==> src/rtl/alineador_coma.sv <==
// Receive-side K28.5 comma aligner. It watches the shifter's 10-bit sliding
// window on every bit clock, finds the symbol boundary, and once locked
// strobes one aligned 10-bit symbol per boundary toward the 8b/10b decoder.
module alineador_coma #(
  parameter int COMMAS_LOCK = 2,
  parameter int ERR_UNLOCK  = 4
) (
  input  logic       CLOCK,
  input  logic       RESET_N,
  input  logic [9:0] IP,
  output logic [9:0] SYM,
  output logic       VALID,
  output logic       K_COM,
  output logic       LOCK
);

  typedef enum logic [1:0] {HUNT, CHECK, LOCKED} state_t;

  localparam logic [3:0] CL = 4'(COMMAS_LOCK);
  localparam logic [3:0] EU = 4'(ERR_UNLOCK);

  state_t     st_q;
  logic [3:0] ph_q, cnt_q, miss_q;
  logic [9:0] sym_q;
  logic       vld_q, k_q, lock_q;

  logic       comma, bnd;
  logic [3:0] ph_inc, cnt_inc, miss_inc;

  // Both running disparities of K28.5 are accepted.
  assign comma    = (IP == 10'h17C) || (IP == 10'h283);
  assign bnd      = (ph_q == 4'd0);
  assign ph_inc   = (ph_q == 4'd9) ? 4'd0 : ph_q + 4'd1;
  assign cnt_inc  = cnt_q + 4'd1;
  assign miss_inc = miss_q + 4'd1;

  // Alignment FSM with phase counter, comma/miss counters and registered outputs.
  // A reload sets PH to 1 so the next boundary falls exactly 10 bits after the comma.
  always_ff @(posedge CLOCK) begin
    if (!RESET_N) begin
      st_q   <= HUNT;
      ph_q   <= 4'd0;
      cnt_q  <= 4'd0;
      miss_q <= 4'd0;
      sym_q  <= 10'd0;
      vld_q  <= 1'b0;
      k_q    <= 1'b0;
      lock_q <= 1'b0;
    end else begin
      ph_q  <= ph_inc;
      vld_q <= 1'b0;
      k_q   <= 1'b0;
      case (st_q)
        HUNT: begin
          if (comma) begin
            ph_q  <= 4'd1;
            cnt_q <= 4'd1;
            if (CL == 4'd1) begin
              // Single-comma lock: this comma is the lock-completing one.
              st_q   <= LOCKED;
              lock_q <= 1'b1;
              sym_q  <= IP;
              vld_q  <= 1'b1;
              k_q    <= 1'b1;
            end else begin
              st_q <= CHECK;
            end
          end
        end
        CHECK: begin
          if (comma) begin
            if (bnd) begin
              cnt_q <= cnt_inc;
              if (cnt_inc == CL) begin
                st_q   <= LOCKED;
                lock_q <= 1'b1;
                sym_q  <= IP;
                vld_q  <= 1'b1;
                k_q    <= 1'b1;
              end
            end else begin
              // Comma on a new phase: start counting again from here.
              ph_q  <= 4'd1;
              cnt_q <= 4'd1;
            end
          end
        end
        LOCKED: begin
          if (bnd) begin
            sym_q <= IP;
            vld_q <= 1'b1;
            k_q   <= comma;
            if (comma) miss_q <= 4'd0;
          end else if (comma) begin
            // Misphased comma: phase is kept, only the miss count moves.
            if (miss_inc == EU) begin
              st_q   <= HUNT;
              lock_q <= 1'b0;
              cnt_q  <= 4'd0;
              miss_q <= 4'd0;
            end else begin
              miss_q <= miss_inc;
            end
          end
        end
        default: begin
          st_q   <= HUNT;
          lock_q <= 1'b0;
        end
      endcase
    end
  end

  assign SYM   = sym_q;
  assign VALID = vld_q;
  assign K_COM = k_q;
  assign LOCK  = lock_q;

endmodule

==> config.mk <==
export PLATFORM = sky130hd
export DESIGN_NAME = alineador_coma
export DESIGN_NICKNAME = d
export VERILOG_FILES = /design/src/rtl/alineador_coma.sv
export SDC_FILE = /design/constraint.sdc
export NUM_CORES = 1
export LEC_CHECK = 0
export ABC_AREA = 1
export CAP_MARGIN = 20
export CORE_MARGIN = 1
export CORE_UTILIZATION = 57
export CTS_CLUSTER_SIZE = 12
export DETAILED_ROUTE_END_ITERATION = 8
export PLACE_DENSITY = 0.83
export SLEW_MARGIN = 20
export SYNTH_ARGS = -nofsm -noshare
export SYNTH_HDL_FRONTEND = slang
export SYNTH_SLANG_ARGS = --single-unit
==> constraint.sdc <==
create_clock -name CLOCK -period 4.5 [get_ports CLOCK]
set_clock_uncertainty 0.05 [all_clocks]
set_input_delay 0.675 -clock CLOCK [delete_from_list [all_inputs] [get_ports CLOCK]]
set_output_delay 0.675 -clock CLOCK [all_outputs]
set_load 0.02 [all_outputs]
==> results of run 1 <==
## through the flow
| step | hold WS, ns | instances |
|---|---|---|
| after global placement | 0.393 | 282 |
| after CTS | 0.417 | 286 |
| after global routing | 0.431 | 286 |
| after floorplan | 0.403 | 232 |
| after detailed placement | 0.393 | 282 |
| final | 0.418 | 286 |
## critical path: stages
cell	delay, ns
clkdlybuf4s50_1	0.57
nand2_1	0.09
nor2_2	0.16
nand3_4	0.13
nand3_4	0.14
nand3_4	0.25
o21ai_1	0.24
a21oi_2	0.04
## layout by cell type, fill, tap and decap left out, drive strengths merged
master	Yosys	layout
nand2	47	47
nor2	38	38
inv	37	37
dfxtp	27	27
clkdlybuf4s50	0	24
a21oi	21	21
nand3	18	18
o21ai	14	14
ha	10	10
nand4	7	7
clkbuf	2	3
nor3	2	2
xor2	2	2
o211ai	2	2
o31ai	1	1
xnor2	1	1
clkinvlp	0	1
## metal layers
layer / wire [µm] / GRT usage (%) / vias to the layer above
met5: 0 / 0 / -
met4: 35 / 7.14 / 0
met2: 1540 / 42.0 / 24
met3: 95 / 2.56 / 5
met1: 1520 / 26.1 / 650
li1: - / - / 785
## where the power goes
group	switching, µW	internal (µW)
registers	25.7	276
clock network	75.2	34.0
logic	223	138
total	324	448
## logic make-up after synthesis
| logic type | after synthesis |
|---|---|
| DFF | 27 |
| AOI/OAI and AO/OA | 38 |
| buffers and inverters | 42 |
| and+or+nand+nor | 112 |
| xor gates and xnor gates | 3 |
| adders and majority gates | 10 |
## flip-flops by register name, summed over array words and instances, names as in the netlist
register,count
SYM,10
miss_q,4
K_COM,1
cnt_q,4
st_q,2
VALID,1
LOCK,1
ph_q,4
## area by class of cell
class	count	area [µm²]	share of cell area, %
multi-input combinational	163	930	48.5
sequential	27	541	28.2
timing repair buffer	24	240	12.5
inverter	37	139	7.24
tap	31	38.8	2.02
clock buffer	3	22.5	1.17
clock inverter	1	7.51	0.391
## worst paths after layout
kind | cells past startpoint | to | from
worst max register to register | 7 | SYM[0] | st_q[0]
worst min register to register | 2 | SYM[5] | SYM[5]
worst max-delay path | 8 | SYM[0] | IP[3]
worst min-delay path | 2 | SYM[5] | SYM[5]
==> qor.yml, run 1 <==
final_layout:
  layout.nets: 278
  num-fill-cells: 247
  drive_gt1_share_pct: 12.2
  area_growth_from_synthesis_to_final_layout_pct: 16.8
  insertedDiodeCount: 0
  finalCoreUtilization_pct: 70.2
  finalInstanceArea_um2: 1920
timing:
  slew_viol_final: 0
  setup_total_negative_slack_ns: 0
  worst_slew_pin_slew_ns: 0.708
  max-slew-margin-rel_pct: 52.6
  rsz0062_at_grt: "false"
  timing.final.crit_period_ns: 2.13
  highest_attainable_clock_frequency_mhz: 469
  post-route-period-util_pct: 47.4
  final-hold-violation-count: 0
  setup_ws_final_ns: 2.37
  timing.final.setup_violations: 0
yosys:
  synth-seq-cells: 27
  netlist-cell-type-count: 25
  synth_flop_cell: "dfxtp_1"
  synth_simple_gate_area_share_pct: 32.7
  postSynthAreaPerCell_um2: 7.08
  number_of_synthesized_flops_with_an_enable_pin: 0
  yosys.area.top_type: "dfxtp_1"
  netlist_instances: 232
  synth_commonest_cells: "46 x nand2_1, 36 x inv_1, 30 x nor2_1, 27 x dfxtp_1, 12 x nand3_1"
  synth-seq-area-share_pct: 32.9
  synth.top_cell.area_share_pct: 32.9
  yosysWarnings: 0
  ys_async_rst_share_pct: 0
  mappedNetlistArea_um2: 1640
  synth_xor_xnor_area_share_pct: 1.60
  synth.top_cells.by_area: "dfxtp_1 33%, nand2_1 11%, inv_1 8.2%"
  yosys-mux-area-fraction_pct: 0
  syn_nets: 254
  synth_compound_gate_area_share_pct: 14.6
  synthesized_area_fraction_occupied_by_adder_cells_pct: 7.62
  dominant_combinational_cell_family_by_area_after_synthesis: "simple AND/OR/NAND/NOR gates"
  synthMostInstantiatedCell: "nand2_1"
clocking:
  ctsResizeCount: 0
  ctsLongestPathBuffers: 2
  cts_sinks: 27
  cts-buffers-inserted: 3
  clock_tree_from_tritoncts: "done"
  htree_levels: 1
  clk_root_buffer_cell: "clkbuf_4"
  setup_fix_buffers_added_after_clock_tree_synthesis: 0
  clock_latency_ns: 0.33
  clk_pin_slew_worst_setup_hold_paths_ns: 0.15
  hold_buffer_count_at_cts: 0
routing:
  vias: 1464
  dr.first_iter.drc_count: 57
  first_pass_iters: 4
  post-route-drc-count: 0
  detailed_route_vias_per_instance: 5.12
  ant_nets: 0
  post_drt_wl_per_cell_um: 11.2
  postRouteWirelength_um: 3190
worst_setup_path:
  crit_fanout: 20
  worstPathArrival_ns: 2.31
  worstSetupStartpointType: "primary input"
  timing.setup.critical_path_class: "primary input to register"
  cp.required_ns: 4.68
  worst_setup_path_end_kind: "register"
  setup.reg_to_reg.worst_slack_ns: 2.62
grt:
  globalRouteTotalUtil_pct: 22.3
  antenna_found_initial: 0
  via_count_of_the_first_global_routing_pass: 1366
  global_route.overflow_total: 0
  grt_start_max_net_pins: 22
  wire_length_of_the_first_global_routing_pass_um: 5690
placed_design:
  numPortBuffers: 24
  placed_standard_cell_area_um2: 1890
  dp_hpwl_um: 2480
  placement.setup.worst_slack_ns: 2.00
  finalWeightedCongestion: 0.871
floorplanning:
  floorplan.die_area_um2: 3100
  rows: 19
  number_of_placed_i_o_pins: 25
  initial_utilization_pct: 60.1
  floorplan.die.height_um: 55.7
  dieWidth_um: 55.7
  coreArea_um2: 2730
hold_path:
  timing.hold.worst.class: "register to register"
status:
  outcome: "completed"
run:
  drv.max_cap_violation_count: 0
power:
  powerDensity_nw_per_um2: 402
  post-layout-total-power_uw: 772
  ir_drop_worst_vdd_mv: 0.306
  power_leakage_uw: 0.000745
Power figures use the tool's default switching activity.
==> run 2: changes to the inputs <==
--- a/config.mk
+++ b/config.mk
@@ -8,10 +8,10 @@
 export ABC_AREA = 1
 export CAP_MARGIN = 20
 export CORE_MARGIN = 1
-export CORE_UTILIZATION = 57
+export CORE_UTILIZATION = 53
 export CTS_CLUSTER_SIZE = 12
 export DETAILED_ROUTE_END_ITERATION = 8
-export PLACE_DENSITY = 0.83
+export PLACE_DENSITY = 0.78
 export SLEW_MARGIN = 20
 export SYNTH_ARGS = -nofsm -noshare
 export SYNTH_HDL_FRONTEND = slang
==> constraint.sdc (replaced) <==
create_clock -name CLOCK -period 2.2 [get_ports CLOCK]
set_clock_uncertainty 0.05 [all_clocks]
set_input_delay 0.33 -clock CLOCK [delete_from_list [all_inputs] [get_ports CLOCK]]
set_output_delay 0.33 -clock CLOCK [all_outputs]
set_load 0.02 [all_outputs]
==> run 2 against run 1 <==
Against the previous run: the run now ends with design-rule violations left; worst setup slack worse by 2.0 ns; clock power is 100% higher; sequential share of layout area is 0.61 points lower; critical path type is now register to register; global-route usage is 0.52 points lower; routed wire length hardly changed; flip-flop and latch count stayed put; register-to-register slack worse by 2.3 ns.
==> qor.yml, run 2 (synthesized netlist as in run 1, its figures left out) <==
status:
  outcome: "complete, but fails checks"
  failing_checks: "design-rule violations"
grt:
  global_route.overflow_total: 0  # unchanged
  antenna_found_initial: 0  # unchanged
  grt_start_max_net_pins: 22  # unchanged
  globalRouteTotalUtil_pct: 21.8  # -0.52 points
  via_count_of_the_first_global_routing_pass: 1380  # +1.0%
  wire_length_of_the_first_global_routing_pass_um: 5730  # +0.84%
timing:
  max-slew-margin-rel_pct: 75.0  # +22 points
  highest_attainable_clock_frequency_mhz: 532
  timing.final.setup_violations: 0  # unchanged
  setup_total_negative_slack_ns: 0  # unchanged
  rsz0062_at_grt: "false"
  post-route-period-util_pct: 85.4
  timing.final.crit_period_ns: 1.88
  slew_viol_final: 0  # unchanged
  fin_hold_ws_ns: 0.412  # -0.00583 ns
  worst_slew_pin_slew_ns: 0.375  # -0.333 ns
  final-hold-violation-count: 0  # unchanged
worst_setup_path:
  worstPathArrival_ns: 2.10  # -0.21 ns
  cp.required_ns: 2.42  # -2.26 ns
  timing.setup.critical_path_class: "register to register"
  r2r_end: "SYM[8]"
  worstSetupStartpointType: "register"
  r2r.worst_path.cells: 7  # unchanged
  regToRegStartpoint: "st_q[0]"
  worst_setup_path_end_kind: "register"
  crit_fanout: 19  # -5.0%
  setup.reg_to_reg.worst_slack_ns: 0.32  # -2.30 ns
routing:
  ant_nets: 0  # unchanged
  post_drt_wl_per_cell_um: 10.9  # -2.1%
  postRouteWirelength_um: 3190  # about the same
  post-route-drc-count: 1  # +1
  vias: 1486  # +1.5%
  detailed_route_vias_per_instance: 5.09  # -0.58%
  dr.first_iter.drc_count: 79  # +39%
  first_pass_iters: 6  # +2
final_layout:
  number_of_flip_flops_under_the_largest_register_name: 10  # unchanged
  finalInstanceArea_um2: 1960  # +2.2%
  final_common_cell: "nand2_1"
  mostFrequentLayoutCells: "46 x nand2_1, 36 x inv_1, 30 x nor2_1"
  insertedDiodeCount: 0  # unchanged
  finalCoreUtilization_pct: 68.7  # -1.4 points
  area_growth_from_synthesis_to_final_layout_pct: 19.3
  layout.nets: 284  # +2.2%
  drive_gt1_share_pct: 14.2  # +2.0 points
clocking:
  clock_latency_ns: 0.33  # about the same
  clk_root_buffer_cell: "clkbuf_4"
  cts_sinks: 27  # unchanged
  clk_pin_slew_worst_setup_hold_paths_ns: 0.15  # about the same
  clock_tree_from_tritoncts: "done"
  cts-buffers-inserted: 3  # unchanged
  setup_fix_buffers_added_after_clock_tree_synthesis: 0  # unchanged
  htree_levels: 1  # unchanged
  hold_buffer_count_at_cts: 0  # unchanged
  ctsResizeCount: 0  # unchanged
  ctsLongestPathBuffers: 2  # unchanged
power:
  swShare_pct: 41.3  # -0.67 points
  post-layout-total-power_uw: 1580  # +100%
  power_leakage_uw: 0.000777  # +4.2%
  internal_power_consumption_uw: 925  # +110%
  power.share.combinational_pct: 47.2  # +0.4 points
  flop_pwr_share_pct: 39.0  # about the same
  clock_power_share_pct: 13.8  # -0.4 points
  ir_drop_worst_vdd_mv: 0.594  # +94%
  net-switching-power_uw: 650  # +100%
  powerDensity_nw_per_um2: 804  # +100%
floorplanning:
  initial_utilization_pct: 57.6  # -2.5 points
  coreArea_um2: 2850  # +4.3%
  floorplan.die_area_um2: 3330  # +7.3%
  rows: 19  # unchanged
  dieWidth_um: 57.7  # +3.6%
  number_of_placed_i_o_pins: 25  # unchanged
  floorplan.die.height_um: 57.7  # +3.6%
placed_design:
  numPortBuffers: 24  # unchanged
  dp_hpwl_um: 2490  # +0.42%
  placed_standard_cell_area_um2: 1930  # +2.4%
  finalWeightedCongestion: 0.842  # -3.3%
hold_path:
  cells_on_worst_hold_path: 2  # unchanged
  hp-start: "SYM[0]"
  hold_end: "SYM[0]"
  timing.hold.worst.class: "register to register"
run:
  drv.max_cap_violation_count: 0  # unchanged
[run 2: changes by cell type in the layout (fill, tap and decap cells not counted), sizes merged]
cell      previous run  this run
buf                  0         6
clkinv               0         1
clkinvlp             1         0
[run 2: per-stage QoR]
| step | setup WS [ns] | instances |
|---|---|---|
| after global placement | 0.126 | 288 |
| after CTS | 0.332 | 292 |
| after global routing | 0.171 | 292 |
| after floorplan | 0.594 | 232 |
| final | 0.321 | 292 |
| after detailed placement | 0.0808 | 288 |
[run 2: critical path: stages, from the launching register on]
cell and delay (ns):
dfxtp_1 0.37, inv_1 0.09, ha_1 0.38, nor2_1 0.13, nor2_2 0.18, nand3_4 0.25, buf_4 0.24, a21oi_2 0.12
[run 2: power groups by stage]
stage,sequential (µW),combinational (µW),clock [µW]
after CTS,615,745,234
final,614,743,218
after global routing,628,842,244
after detailed placement,625,741,0
after global placement,626,732,0
after floorplan,676,494,0
[run 2: cell type report]
class,count,area (µm²)
clock buffers,3,22.5
fillers,265,892
repair buffers,30,285
flip-flops and latches,27,541
multi-input cells,163,930
well taps,31,38.8
clock inverters,1,5.00
inverters,37,139
[run 2: how the worst max path moves through the flow]
stage	start	to	slack (ns)	depth (start not counted)
6_report	st_q[0]	SYM[8]	0.32	7
3_3_place_gp	IP[2]	SYM[8]	0.13	8
4_1_cts	st_q[0]	SYM[8]	0.33	7
5_1_grt	cnt_q[0]	SYM[8]	0.17	10
3_5_place_dp	IP[2]	SYM[8]	0.08	8
2_1_floorplan	st_q[0]	SYM[0]	0.59	9
[run 2: metal layers]
layer | global-route usage [%] | share of wire (%)
met5 | 0 | 0
met4 | 4.42 | 0.78
met3 | 4.69 | 4.4
met2 | 38.5 | 46
met1 | 27.5 | 48
==> run 3: changes to the inputs <==
--- a/config.mk
+++ b/config.mk
@@ -6,7 +6,6 @@
 export NUM_CORES = 1
 export LEC_CHECK = 0
 export ABC_AREA = 1
-export CAP_MARGIN = 20
 export CORE_MARGIN = 1
 export CORE_UTILIZATION = 53
 export CTS_CLUSTER_SIZE = 12
==> results of run 3 <==
No change in the layout: final DEF, timing and power equal those of run 2.
